===== src/rtl/kogge_stone_adder_pkg.sv =====
// Shared types and helpers for the Kogge-Stone adder.
package ksa_pkg;

  typedef struct packed {
    logic g;
    logic p;
  } gp_t;

  // Prefix depth for a given operand width; usable in constant expressions.
  function automatic int clog2(input int n);
    int levels;
    int span;
    levels = 0;
    span   = 1;
    while (span < n) begin
      span   = span << 1;
      levels = levels + 1;
    end
    return levels;
  endfunction

endpackage


===== src/rtl/kogge_stone_adder_if.sv =====
// Operand/result bundle for the Kogge-Stone adder.
interface kogge_stone_adder_if #(
  parameter int WIDTH = 16
);
  logic [WIDTH-1:0] a;
  logic [WIDTH-1:0] b;
  logic             cin;
  logic [WIDTH-1:0] sum;
  logic             cout;

  modport master (output a, b, cin, input sum, cout);
  modport slave  (input a, b, cin, output sum, cout);
endinterface


===== src/rtl/kogge_stone_adder_gp_cell.sv =====
// Black prefix cell: merges a high group (g,p) with the adjacent low group.
// A gray cell is this cell with the p output left unused.
module ksa_gp_cell (
  input  logic g_hi,
  input  logic p_hi,
  input  logic g_lo,
  input  logic p_lo,
  output logic g,
  output logic p
);
  assign g = g_hi | (p_hi & g_lo);
  assign p = p_hi & p_lo;
endmodule


===== src/rtl/kogge_stone_adder.sv =====
// Registered WIDTH-bit Kogge-Stone adder: {cout,sum} = a + b + cin, 1-cycle latency.
// Optional macro KSA_IN_REG_EN adds an input register stage (2-cycle latency).
module kogge_stone_adder
  import ksa_pkg::*;
#(
  parameter int WIDTH = 16
) (
  input logic                clk,
  input logic                rst,
  kogge_stone_adder_if.slave bus
);
  localparam int LEVELS = clog2(WIDTH);

  logic [WIDTH-1:0] op_a;
  logic [WIDTH-1:0] op_b;
  logic             op_cin;

`ifdef KSA_IN_REG_EN
  logic [WIDTH-1:0] a_reg;
  logic [WIDTH-1:0] b_reg;
  logic             cin_reg;

  always_ff @(posedge clk) begin
    if (rst) begin
      a_reg   <= '0;
      b_reg   <= '0;
      cin_reg <= 1'b0;
    end else begin
      a_reg   <= bus.a;
      b_reg   <= bus.b;
      cin_reg <= bus.cin;
    end
  end

  assign op_a   = a_reg;
  assign op_b   = b_reg;
  assign op_cin = cin_reg;
`else
  assign op_a   = bus.a;
  assign op_b   = bus.b;
  assign op_cin = bus.cin;
`endif

  gp_t [WIDTH-1:0] gp_bit;
  gp_t [WIDTH-1:0] gp_final;
  logic [WIDTH:0]  carry;
  logic [WIDTH-1:0] sum_next;
  logic [WIDTH-1:0] sum_reg;
  logic             cout_reg;

  genvar gi, gj;

  generate
    for (gi = 0; gi < WIDTH; gi++) begin : g_pre
      assign gp_bit[gi].g = op_a[gi] & op_b[gi];
      assign gp_bit[gi].p = op_a[gi] ^ op_b[gi];
    end

    for (gi = 0; gi < LEVELS; gi++) begin : g_level
      localparam int DIST = 1 << gi;
      gp_t [WIDTH-1:0] gp_src;
      gp_t [WIDTH-1:0] gp_dst;

      if (gi == 0) begin : g_first
        assign gp_src = gp_bit;
      end else begin : g_chain
        assign gp_src = g_level[gi-1].gp_dst;
      end

      for (gj = 0; gj < WIDTH; gj++) begin : g_col
        if (gj >= DIST) begin : g_cell
          ksa_gp_cell u_cell (
            .g_hi (gp_src[gj].g),
            .p_hi (gp_src[gj].p),
            .g_lo (gp_src[gj-DIST].g),
            .p_lo (gp_src[gj-DIST].p),
            .g    (gp_dst[gj].g),
            .p    (gp_dst[gj].p)
          );
        end else begin : g_pass
          assign gp_dst[gj] = gp_src[gj];
        end
      end
    end

    assign gp_final = g_level[LEVELS-1].gp_dst;

    // cin enters as the generate of bit -1: each prefix group absorbs it via its P term.
    assign carry[0] = op_cin;
    for (gi = 0; gi < WIDTH; gi++) begin : g_carry
      assign carry[gi+1]  = gp_final[gi].g | (gp_final[gi].p & op_cin);
      assign sum_next[gi] = gp_bit[gi].p ^ carry[gi];
    end
  endgenerate

  always_ff @(posedge clk) begin
    if (rst) begin
      sum_reg  <= '0;
      cout_reg <= 1'b0;
    end else begin
      sum_reg  <= sum_next;
      cout_reg <= carry[WIDTH];
    end
  end

  assign bus.sum  = sum_reg;
  assign bus.cout = cout_reg;

endmodule


===== src/flat_wrapper.sv =====
// flat-port wrapper written by rule: the top's interface ports become plain ports
module kogge_stone_adder_flat import ksa_pkg::*;
#(
  parameter int WIDTH = 16
)
  (clk, rst, bus_a, bus_b, bus_cin, bus_sum, bus_cout);
  kogge_stone_adder_if #(.WIDTH(WIDTH)) bus_i ();
  input logic clk;
  input logic rst;
  input wire logic [$bits(bus_i.a)-1:0] bus_a;
  input wire logic [$bits(bus_i.b)-1:0] bus_b;
  input wire logic [$bits(bus_i.cin)-1:0] bus_cin;
  output wire logic [$bits(bus_i.sum)-1:0] bus_sum;
  output wire logic [$bits(bus_i.cout)-1:0] bus_cout;
  assign bus_i.a = bus_a;
  assign bus_i.b = bus_b;
  assign bus_i.cin = bus_cin;
  assign bus_sum = bus_i.sum;
  assign bus_cout = bus_i.cout;
  kogge_stone_adder #(.WIDTH(WIDTH)) u_core (.clk(clk), .rst(rst), .bus(bus_i));
endmodule

===== config.mk =====
export PLATFORM = sky130hd
export DESIGN_NAME = kogge_stone_adder_flat
export DESIGN_NICKNAME = d
export VERILOG_FILES = /design/src/rtl/kogge_stone_adder_pkg.sv /design/src/rtl/kogge_stone_adder_if.sv /design/src/rtl/kogge_stone_adder_gp_cell.sv /design/src/rtl/kogge_stone_adder.sv /design/src/flat_wrapper.sv
export SDC_FILE = /design/constraint.sdc
export NUM_CORES = 1
export LEC_CHECK = 0
export CORE_MARGIN = 1.5
export CORE_UTILIZATION = 48
export DETAILED_ROUTE_END_ITERATION = 7
export PLACE_DENSITY = 0.83
export SKIP_LAST_GASP = 1
export SLEW_MARGIN = 20
export SYNTH_ARGS = -nofsm -noshare
export SYNTH_HDL_FRONTEND = slang
export SYNTH_HIERARCHICAL = 1
export SYNTH_SLANG_ARGS = --single-unit

===== constraint.sdc =====
create_clock -name clk -period 2.4 [get_ports clk]
set_input_delay 0.24 -clock clk [delete_from_list [all_inputs] [get_ports clk]]
set_output_delay 0.24 -clock clk [all_outputs]
set_load 0.01 [all_outputs]

==> metrics.md <==
| Metric | Value |
|---|---|
| Endpoints failing setup | 0 |
| Worst Setup Slack, final | 296.4 ps |
| Drt total wl | 4029 um |
| Syn Area/Cell | approximately 8.7 um2 |
| Fmax | approximately 480 MHz |
| GR Util All Layers | 0.2240 |
| First-pass GRT wire length | between 7000 and 8000 um |
| Fin crit period | 2104 ps |
| Chip width | approximately 63 um |
| Fin crit share | 0.8765 |
| Max FFs per register | 16 |
| XOR/XNOR Fraction of Synth Area | 0.005098 |
| Slowest CP cell | clkdlybuf4s50_1 |
| Clock root cell | clkbuf_4 |
| Ys Warns | 6 |
| CP startpoint kind | input pin |
| Post-synth top cells | 49 x a21o_1, 49 x and2_2, 17 x dfxtp_1 |
| Simple-gate share of the synthesized area | 0.3037 |
| Final Cell Area | approximately 2400 um2 |
| Pwr per Cell Area | 407.8 nW/um2 |
| Hold WS | about 740 ps |
| Clock-pin slew on the worst setup and hold paths | around 100 ps |
| Placed cell area | between 2000 and 2500 um2 |
| Top Ports | 52 |
| Number of global-route vias before repair | roughly 1600 |
| Worst path most repeated cell | and2_2 |
| Cells after Synth | around 200 |
| Worst-path cell chain | clkdlybuf4s50_1 > ha_1 > and2_2 > and2_2 > and2_2 > and2_2 > a21oi_1 > mux2_2 |
| Clock Sinks | 17 |
| Distinct cells, synth | 13 |
| Final RePlAce weighted congestion | 0.9154 |
| Area of the mapped netlist | roughly 1700 um2 |
| # hold bufs at CTS | 0 |
| Mapped Nets | around 250 |
| Worst hold start | rst |
| CP peak stage delay | about 410 ps |
| Die H | 62.83 um |
| Max Root-Sink Buffers | 2 |
| Routed wire per std cell | 13.12 um |
| Hpwl dp | ~3200 um |
| Synthesis-stage register bit count | 17 |
| Register area share after synthesis | 0.1981 |
| Post-place setup slack | -24.49 ps |
| Worst vdd ir | between 150 and 200 uV |
| Max Slew Vio Count | 0 |
| Slew at the pin with the worst max-slew slack | approximately 650 ps |
| Layout cells sized above 1 | 0.2989 |
| Largest net degree at the start of global routing | 32 |
| # Post-CTS Setup Buffers | 0 |
| Vias | between 1500 and 2000 |
| Pwr Total | around 1000 uW |
| Fillers | approximately 290 |
| Mux share of post-synthesis cell area | 0.09177 |
| Area growth, synth to finish | 38.75% |
| Critical Path End Type | flip-flop |
| PortBufs | 51 |
| Largest family of logic cells by synthesized area | simple AND/OR/NAND/NOR gates |
| CP Data Required Time | 2590 ps |
| Grt total ovfl | 0 |
| Critical path class | in -> reg |
| Num rows | 21 |
| Top post-synthesis cells by area | a21o_1 21%, and2_2 21%, dfxtp_1 20% |
| Core area | 3390 um2 |
| CTS tree | done |
| Leading area contributor after synthesis | a21o_1 |
| Vias per cell | 5.098 |
| Nets | 314 |
| # H-tree levels | 1 |
| Initial antenna violation count | 0 |
| Synth Area in Compound Gates | 0.2578 |
| Yosys top cell area share | 0.2141 |
| Post-synth ARST share | 0 |
| ANT nets after route | 0 |
| Final hold vios | 0 |
| Total of max-cap violations | 0 |
| Min-delay worst type | in -> reg |
| Status | complete, no violations |
| TritonCTS Buffers | 3 |
| Post_cts resized | 0 |
| Static leakage | between 1 and 1.5 nW |
| Ant. Diodes | 0 |
| Util after Layout | 0.7032 |
| Crit-path max FO | 5 |
| CP arrival | between 2000 and 2500 ps |
| Max_slew headroom | 0.5659 |
| Initial drt markers | 46 |
| Post-synth EDFFs | 0 |
| Ys flop type | dfxtp_1 |
| Die area | 3947 um2 |
| Initial core utilization | 0.5068 |
| Router iterations before antenna repair | 4 |
| Hold Path Sink | u_core/bus.sum[1] |
| Unrepaired setup endpoints after global routing | no |
| Residual DRC count | 0 |
| Hold path depth | 3 |
| Post-synthesis adder-cell area fraction | 0.1282 |
[critical path, delay by kind of cell]
family          cells  cell delay, ps
mux                 1             350
fa+ha+maj           1             340
buf+inv             1             410
compound gates      1             170
simple gates        4             780
[how the worst max path moves through the flow]
stage	to	slack [ps]	cells after the start	start
after floorplan	u_core/bus.sum[9]	510	7	bus_a[1]
after global placement	u_core/bus.sum[10]	-30	8	bus_a[2]
after detailed placement	u_core/bus.sum[10]	-20	8	bus_b[2]
after CTS	u_core/bus.sum[10]	290	8	bus_b[2]
after global routing	u_core/bus.sum[10]	190	8	bus_a[2]
final	u_core/bus.sum[13]	300	8	bus_a[5]
[logic make-up (layout without fill, tap and decap cells)]
logic type                 count (synthesis)  after routing
xor gates and xnor gates                   1              1
adders and majority gates                 17             17
DFF                                       17             17
buffers and inverters                      4             68
and+or+nand+nor                           80             80
muxes                                     14             14
AOI/OAI and AO/OA                         64             64
[area by class of cell]
cell class / count / area (um2) / share of cell area
clock buffer: 4 / 26.28 / 0.01102
multi-input combinational: 176 / 1351 / 0.5669
sequential: 17 / 340.3 / 0.1428
tap: 46 / 57.56 / 0.02415
timing repair buffer: 64 / 608.1 / 0.2551
[power breakdown]
part | internal (mW) | switching, mW
Clock | 0.0646 | 0.0950
Combinational | 0.289 | 0.197
Sequential | 0.318 | 0.00843
Total | 0.671 | 0.301
[cell usage in the layout, fill, tap and decap left out, drive strengths merged, types with 13 or more instances in the layout]
cell type      instances
dfxtp                 17
a21o                  49
nor2                  16
buf                   13
nor2b                 15
mux2                  14
ha                    16
and2                  49
clkdlybuf4s50         51
a21oi                 15
[through the flow]
stage	std cells	TNS, ps
detailed placement	303	-45.83
global placement	303	-46.39
floorplan	197	0
global route	307	0
finish	307	0
CTS	307	0
[per-layer routing]
metal	vias up	track usage	share of wire
li1	815	-	-
met1	688	0.2999	0.49
met2	58	0.3696	0.45
met3	4	0.03063	0.052
met4	0	0.07500	0.0094
met5	-	0	0
Power figures use the tool's default switching activity.
